### config.mk
export PLATFORM = sky130hd
export DESIGN_NAME = spi_slave
export DESIGN_NICKNAME = d
export VERILOG_FILES = /design/src/rtl/spi_slave.sv
export SDC_FILE = /design/constraint.sdc
export NUM_CORES = 1
export LEC_CHECK = 0
export ABC_AREA = 0
export CAP_MARGIN = 20
export CORE_ASPECT_RATIO = 1.1
export CORE_MARGIN = 5
export CORE_UTILIZATION = 53
export CTS_BUF_LIST = sky130_fd_sc_hd__clkbuf_16
export DETAILED_ROUTE_END_ITERATION = 8
export GPL_ROUTABILITY_DRIVEN = 0
export PLACE_DENSITY = 0.77
export SYNTH_ARGS = -nofsm -noshare
export SYNTH_HDL_FRONTEND = slang
export SYNTH_SLANG_ARGS = --single-unit
### constraint.sdc
create_clock -name clk -period 1.9 [get_ports clk]
set_input_delay 0.19 -clock clk [delete_from_list [all_inputs] [get_ports clk]]
set_output_delay 0.19 -clock clk [all_outputs]
set_load 0.01 [all_outputs]
### src/rtl/spi_slave.sv
// SPI mode-0 slave that oversamples the SPI pins in the system clock domain.
// A CPU-side holding register supplies transmit bytes; received bytes are latched with valid/overrun flags.
module spi_slave #(
    parameter int                    DATA_WIDTH  = 8,
    parameter int                    SYNC_STAGES = 2,
    parameter logic [DATA_WIDTH-1:0] IDLE_TX     = 8'hFF
) (
    input  logic                  clk,
    input  logic                  resetn,
    input  logic                  spi_clk,
    input  logic                  spi_cs,
    input  logic                  spi_mosi,
    output logic                  spi_miso,
    input  logic [DATA_WIDTH-1:0] tx_data,
    input  logic                  tx_load,
    output logic                  tx_ready,
    output logic [DATA_WIDTH-1:0] rx_data,
    output logic                  rx_valid,
    input  logic                  rx_ack,
    output logic                  rx_overrun,
    output logic                  busy
);

    localparam int CNT_W = $clog2(DATA_WIDTH);
    localparam logic [CNT_W-1:0] LAST_BIT = CNT_W'(DATA_WIDTH - 1);

    localparam logic [0:0] IDLE   = 1'b0;
    localparam logic [0:0] ACTIVE = 1'b1;

    logic [SYNC_STAGES-1:0] sclk_sync;
    logic [SYNC_STAGES-1:0] cs_sync;
    logic [SYNC_STAGES-1:0] mosi_sync;
    logic [SYNC_STAGES:0]   settle;
    logic                   armed;
    logic                   sclk_d;
    logic                   cs_d;
    logic                   sclk_rise;
    logic                   sclk_fall;
    logic                   cs_fall;
    logic                   cs_rise;

    logic [0:0]             state;
    logic [CNT_W-1:0]       bit_cnt;
    logic [DATA_WIDTH-1:0]  tx_shift;
    logic [DATA_WIDTH-2:0]  rx_shift;
    logic [DATA_WIDTH-1:0]  hold_data;
    logic                   hold_full;

    logic                   sclk_s;
    logic                   cs_s;
    logic                   mosi_s;
    logic                   byte_start;
    logic                   byte_done;
    logic [DATA_WIDTH-1:0]  reload_byte;
    logic [DATA_WIDTH-1:0]  rx_next;

    assign sclk_s = sclk_sync[SYNC_STAGES-1];
    assign cs_s   = cs_sync[SYNC_STAGES-1];
    assign mosi_s = mosi_sync[SYNC_STAGES-1];

    always_ff @(posedge clk or negedge resetn) begin
        if (!resetn) begin
            sclk_sync <= '0;
            cs_sync   <= '1;
            mosi_sync <= '0;
        end else begin
            sclk_sync <= {sclk_sync[SYNC_STAGES-2:0], spi_clk};
            cs_sync   <= {cs_sync[SYNC_STAGES-2:0], spi_cs};
            mosi_sync <= {mosi_sync[SYNC_STAGES-2:0], spi_mosi};
        end
    end

    // A select that is already low when reset releases must not open a frame:
    // chip select has to be seen high once the synchronizer has flushed.
    always_ff @(posedge clk or negedge resetn) begin
        if (!resetn) begin
            settle    <= '0;
            armed     <= 1'b0;
            sclk_d    <= 1'b0;
            cs_d      <= 1'b1;
            sclk_rise <= 1'b0;
            sclk_fall <= 1'b0;
            cs_fall   <= 1'b0;
            cs_rise   <= 1'b0;
        end else begin
            settle    <= {settle[SYNC_STAGES-1:0], 1'b1};
            if (settle[SYNC_STAGES] && cs_s) begin
                armed <= 1'b1;
            end
            sclk_d    <= sclk_s;
            cs_d      <= cs_s;
            sclk_rise <= sclk_s & ~sclk_d;
            sclk_fall <= ~sclk_s & sclk_d;
            cs_fall   <= armed & cs_d & ~cs_s;
            cs_rise   <= cs_s & ~cs_d;
        end
    end

    assign reload_byte = hold_full ? hold_data : IDLE_TX;
    assign rx_next     = {rx_shift, mosi_s};
    assign byte_start  = !cs_rise && (cs_fall ||
                         (state == ACTIVE && sclk_fall && bit_cnt == '0));
    assign byte_done   = !cs_rise && state == ACTIVE && sclk_rise && bit_cnt == LAST_BIT;

    always_ff @(posedge clk or negedge resetn) begin
        if (!resetn) begin
            state    <= IDLE;
            bit_cnt  <= '0;
            tx_shift <= '0;
            rx_shift <= '0;
            rx_data  <= '0;
        end else if (cs_rise) begin
            state   <= IDLE;
            bit_cnt <= '0;
        end else if (cs_fall) begin
            state    <= ACTIVE;
            bit_cnt  <= '0;
            tx_shift <= reload_byte;
        end else if (state == ACTIVE) begin
            if (sclk_rise) begin
                rx_shift <= rx_next[DATA_WIDTH-2:0];
                if (byte_done) begin
                    bit_cnt <= '0;
                    rx_data <= rx_next;
                end else begin
                    bit_cnt <= bit_cnt + 1'b1;
                end
            end
            if (sclk_fall) begin
                if (bit_cnt == '0) begin
                    tx_shift <= reload_byte;
                end else begin
                    tx_shift <= {tx_shift[DATA_WIDTH-2:0], 1'b0};
                end
            end
        end
    end

    // A completing byte beats a simultaneous acknowledge; the ack still
    // clears any overrun, since the old byte was consumed.
    always_ff @(posedge clk or negedge resetn) begin
        if (!resetn) begin
            rx_valid   <= 1'b0;
            rx_overrun <= 1'b0;
        end else if (byte_done) begin
            rx_valid   <= 1'b1;
            rx_overrun <= rx_ack ? 1'b0 : (rx_overrun | rx_valid);
        end else if (rx_ack) begin
            rx_valid   <= 1'b0;
            rx_overrun <= 1'b0;
        end
    end

    always_ff @(posedge clk or negedge resetn) begin
        if (!resetn) begin
            hold_data <= '0;
            hold_full <= 1'b0;
        end else if (byte_start) begin
            hold_full <= tx_load;
            if (tx_load) begin
                hold_data <= tx_data;
            end
        end else if (tx_load && !hold_full) begin
            hold_data <= tx_data;
            hold_full <= 1'b1;
        end
    end

    assign spi_miso = (state == ACTIVE) & tx_shift[DATA_WIDTH-1];
    assign tx_ready = ~hold_full;
    assign busy     = ~cs_s;

endmodule
# Word level (Yosys, flattened, before mapping)
# Index checks and enable logic that the tools add are counted.
word_totals:
  register_bits: 54
  output_inout_bits: 13
  in_bits: 15
  n_memories: 0
  wordCells: 82
  rom_bits: 0
  latchBits: 0
  ram_bits: 0
classes:
  div: 0
  mul: 0
  shifts: 0
  n_lt_le_gt_ge: 0
  n_addsub: 1
  n_eq_ne: 2
  mux: 21
  n_reduce_logical: 24
  n_bitwise: 14
op_table:
  columns: ["cell", "count"]
  rows:
  - ["$mux W8", 8]
  - ["$mux W3", 5]
  - ["$reduce_bool A2 Y1", 5]
  - ["$logic_and A1 B1 Y1", 8]
  - ["$mux W1", 8]
  - ["$not A1 Y1", 7]
  - ["$and A1 B1 Y1", 6]
  - ["$reduce_bool A3 Y1", 2]
  - ["$reduce_and A5 Y1", 1]
  - ["$reduce_and A2 Y1", 2]
  - ["$reduce_and A4 Y1", 1]
  - ["$add A3 B1 Y3 const B", 1]
  - ["$eq A3 B3 Y1 const B", 1]
  - ["$logic_not A3 Y1", 1]
  - ["$reduce_and A3 Y1", 1]
  - ["$logic_not A1 Y1", 2]
  - ["$ne A2 B2 Y1 const B", 1]
  - ["$logic_or A1 B1 Y1", 1]
  - ["$or A1 B1 Y1", 1]

# Depth between registers and ports, before layout
# Gate-level depths: netlist of the first run.
logic_depth:
  ltp_word: 9
  ltp_mapped: 7
  mapped_depth_nobuf: 6

# Worst setup path after synthesis of the first run
# No wires, ideal clock.
synth_path:
  kind: "flip-flop to flip-flop"
  from: "register bit_cnt[0]"
  to: "register rx_data[0]"
  setup_time_ns: 0.125
  required_ns: 1.775
  n_path_buf: 0
  period_less_slack_ns: 1.614
  t_arrival_ns: 1.489
  path_slack_ns: 0.286
  stages_incl_launch_ff: 6
  path_cell_list: "dfrtp_1 -> ha_1 -> ha_1 -> nand4b_1 -> nor2_2 -> mux2_2"
synth_via:
  elab_chain_cells: 3
synth_rtl:
  columns: ["element", "line_no", "source"]
  rows:
  - ["start: declaration", "43", "logic [CNT_W-1:0] bit_cnt;"]
  - ["start signal: assignment", "126", "bit_cnt <= bit_cnt + 1'b1;"]
  - ["$eq A3 B3 Y1", "103", "assign byte_done = !cs_rise && state == ACTIVE && sclk_rise && bit_cnt == LAST_BIT;"]
  - ["$logic_and A1 B1 Y1", "103", null]
  - ["$reduce_and A5 Y1 (no line)", null, null]
  - ["end signal: assignment", "124", "rx_data <= rx_next;"]
  - ["end: declaration", "17", "output logic [DATA_WIDTH-1:0] rx_data,"]
# No other way between the ends.
# A chain may end at the register's enable or synchronous reset.

# Worst setup path after layout of the first run
# Same ends and word-level chain as after synthesis.

==> run_results.csv, run 1 <==
group,metric,value,unit
power,ir_drop,0.682,mV
yosys,synth_edf_count,0,
setup_path,path_class,"flip-flop to flip-flop",
yosys,synth-main-ff-cell,"dfrtp_1",
yosys,syn_area,0.00209,mm²
clocking,cts_sinks,54,
sta,fin_setup_tns,0,ns
sta,final.setup_skew,0.00345,ns
clocking,numCtsBuffers,5,
min_path,whs_path_depth,1,
grt,grt_pass1_wl,6320,µm
setup_path,r2r-end,"rx_data[0]$_DFFE_PN0P_",
drt,wl_per_cell,14.8,µm
grt,grt_overflow_total,0,
min_path,min_path_type,"primary input to flip-flop",
drt,ant_nets,0,
yosys,syn_area_per_cell,13.7,µm²
min_path,hold_path_end,"cs_sync[0]$_DFF_PN1_",
floorplanning,core_area,0.00390,mm²
grt,grt_max_degree,55,
cells_and_area,drive_gt1_frac,0.233,
status,status,"finished, final reports clean",
floorplanning,dieArea,0.00531,mm²
run,drv_cap,0,
setup_path,worstPathMaxFanout,8,
clocking,root_buffer,"clkbuf_16",
grt,antenna_found_initial,0,
power,internal-power,2000,µW
yosys,yosys.cell_types.count,32,
setup_path,cpMaxStageDelayCell,"dfrtp_1",
sta,fin_ws,0.157,ns
power,sequentialPowerShare,0.543,
cells_and_area,areaGrowthSynthToFinish,24.3,%
sta,finalSetupViolCount,0,
yosys,netlist.area_leader.share,0.609,
yosys,yosysWarnings,0,
place,dp.cells,232,
setup_path,crit_required,2.07,ns
cells_and_area,finish.instance_area,0.00260,mm²
sta,rsz0062_at_grt,"no",
grt,grt_pass1_vias,1372,
drt,dr.pass1.iters,4,
yosys,ys_top_cells_by_area,"dfrtp_1, mux2_2, dfstp_2",
clocking,cts_tree,"built",
floorplanning,die_height,75.9,µm
power,p_per_area,1010,mW/mm²
power,switching_power,618,µW
power,power_frac_comb,0.134,
setup_path,arrival,1.91,ns
clocking,path_clk_slew,0.06,ns
setup_path,timing.critical_path.mode_cell,"ha_1",
yosys,ys_seq_elements,54,
place,dp_slack,0.0441,ns
drt,routed_wl,3580,µm
power,p_leak,0.00117,µW
power,p_clk_frac,0.323,
yosys,syn-num-nets,171,
sta,hold_violations,0,
place,place_area,0.00244,mm²
min_path,hp-start,"spi_cs",
setup_path,path_cells,"ha_1 -> ha_1 -> nand4b_1 -> nor2_4 -> mux2_2",
setup_path,r2r_cells,5,
floorplanning,die_w,69.9,µm
yosys,yosysSeqAreaShare,0.647,
drt,first_iter_violations,51,
setup_path,cp_top_family,"simple AND/OR/NAND/NOR gates",
setup_path,cp_num_buf_inv,0,
setup_path,critPathLaunchType,"flip-flop",
sta,drv_slew,0,
drt,via_per_inst,5.15,
place,port-buffer-count,27,
setup_path,r2r_slack,0.16,ns
floorplanning,io_pins,28,
cells_and_area,finalNonFillerCells,241,
clocking,h-tree-depth,2,
drt,drc,0,
clocking,cts_buffer_depth,2,
floorplanning,initial_core_util,0.537,
setup_path,max_stage_delay,0.40,ns
cells_and_area,nets,206,
drt,num_vias,1242,
floorplanning,fp-row-count,24,
sta,fin_crit_sh,0.917,
clocking,worstSkewPairLatency,0.28,ns
sta,hold_slack,0.307,ns
power,switching_share,0.236,
yosys,synthArstFlopShare,1.00,
setup_path,end_kind,"flip-flop",
sta,fmaxAchievable,574,MHz
place,dp_hpwl,2520,µm
grt,grt_usage,0.150,
sta,layout_min_cycle_time,1.74,ns
clocking,post_cts_buffers,0,
setup_path,r2r_start,"bit_cnt[0]$_DFFE_PN0P_",
yosys,yosysTopAreaCell,"dfrtp_1",
cells_and_area,n_antenna_cell,0,
yosys,syn_inst,153,
kinds of logic (layout without fill, tap and decap cells):
family	Yosys count	count (layout)	synth area share
compound gates	19	19	0.0573
fa+ha+maj	3	3	0.0179
buf+inv	11	47	0.0245
flops	54	54	0.647
mux	30	30	0.157
other cells	1	1	0.00179
simple gates	35	35	0.0944
state kept, by name, summed over array words and instances (netlist names), 3 cells and up:
signal     cells
hold_data      8
rx_data        8
tx_shift       8
rx_shift       7
bit_cnt        3
settle         3
power groups by stage:
stage               logic [µW]  clock network (µW)  registers, µW
finish                     350                 847           1420
global placement           332                   0           1430
floorplan                  240                   0           1410
detailed placement         351                   0           1440
global route               390                 920           1450
CTS                        354                 872           1420
worst max path at each step:
stage | start | to | slack [ns] | cells after the start
detailed placement | bit_cnt[0]$_DFFE_PN0P_ | rx_data[0]$_DFFE_PN0P_ | 0.04 | 5
global placement | bit_cnt[0]$_DFFE_PN0P_ | rx_data[5]$_DFFE_PN0P_ | 0.16 | 5
floorplan | bit_cnt[0]$_DFFE_PN0P_ | rx_data[0]$_DFFE_PN0P_ | 0.29 | 5
CTS | bit_cnt[0]$_DFFE_PN0P_ | rx_data[0]$_DFFE_PN0P_ | 0.04 | 5
global route | bit_cnt[0]$_DFFE_PN0P_ | rx_data[5]$_DFFE_PN0P_ | 0.02 | 5
finish | bit_cnt[0]$_DFFE_PN0P_ | rx_data[0]$_DFFE_PN0P_ | 0.16 | 5
cell usage after synthesis (3+ instances only):
library cell	n
dfrtp_1	51
mux2_2	23
nand2b_1	8
inv_1	7
mux2i_1	7
nand2_1	7
o21ai_0	7
a21oi_1	4
nor2_1	4
nor3_1	4
dfstp_2	3
ha_1	3
routing by layer:
metal	track usage	part of all wire	wire length [µm]
met5	0	0	0
met4	0.0479	0.018	65
met3	0.0542	0.039	140
met2	0.258	0.54	1910
met1	0.174	0.41	1460
final cells by class:
type	instances	area [µm²]
sequential	54	1360
inverter	7	26.3
timing repair buffer	32	318
clock buffer	5	125
tap	52	65.1
fill	297	1300
clock inverter	3	12.5
multi-input combinational	88	701
timing repair:
| item | 4_1_cts | 5_1_grt |
|---|---|---|
| endpoints found under the setup margin | 0 | 16 |
| hold buffers | 1 | 0 |
| endpoints found under the hold margin | 51 | 0 |
| gates resized for setup | 0 | 2 |
stage by stage:
stage          utilization  total power [µW]
6_report             0.667              2620
5_1_grt              0.667              2760
4_1_cts              0.663              2650
3_5_place_dp         0.626              1790
3_3_place_gp         0.626              1760
2_1_floorplan            -              1650
cells in the final DEF (no fill, tap or decap):
cell type	n
a21o_1	1
a21oi_1	4
a21oi_2	2
a22o_1	1
and2_1	1
and3_1	1
buf_12	1
buf_2	1
buf_4	3
clkbuf_16	5
clkdlybuf4s50_1	26
clkinv_1	1
clkinv_2	1
conb_1	1
dfrtp_1	51
dfstp_2	3
dlygate4sd3_1	1
ha_1	3
inv_1	8
mux2_2	23
mux2i_1	7
nand2_1	7
nand2_2	1
nand2b_1	8
nand4b_1	2
nor2_1	4
nor2_4	1
nor2b_1	2
nor3_1	4
nor3_2	1
nor3b_1	2
o21ai_0	7
o21ai_1	1
o21ai_4	1
o21ba_2	1
o21bai_1	1
or2_1	1
(Power assumes the default switching activity.)
==> run 2, diff against run 1 <==
- SKIP_CTS_REPAIR_TIMING: default -> 1
==> results of run 2 <==
Same layout as run 1: the final DEF is identical, and so are final timing and power.
Among the figures that moved: wire length of the first global-routing pass 6320 µm -> 6280 µm; via count of the first global-routing pass 1372 -> 1363; met2 usage 0.258 -> 0.256
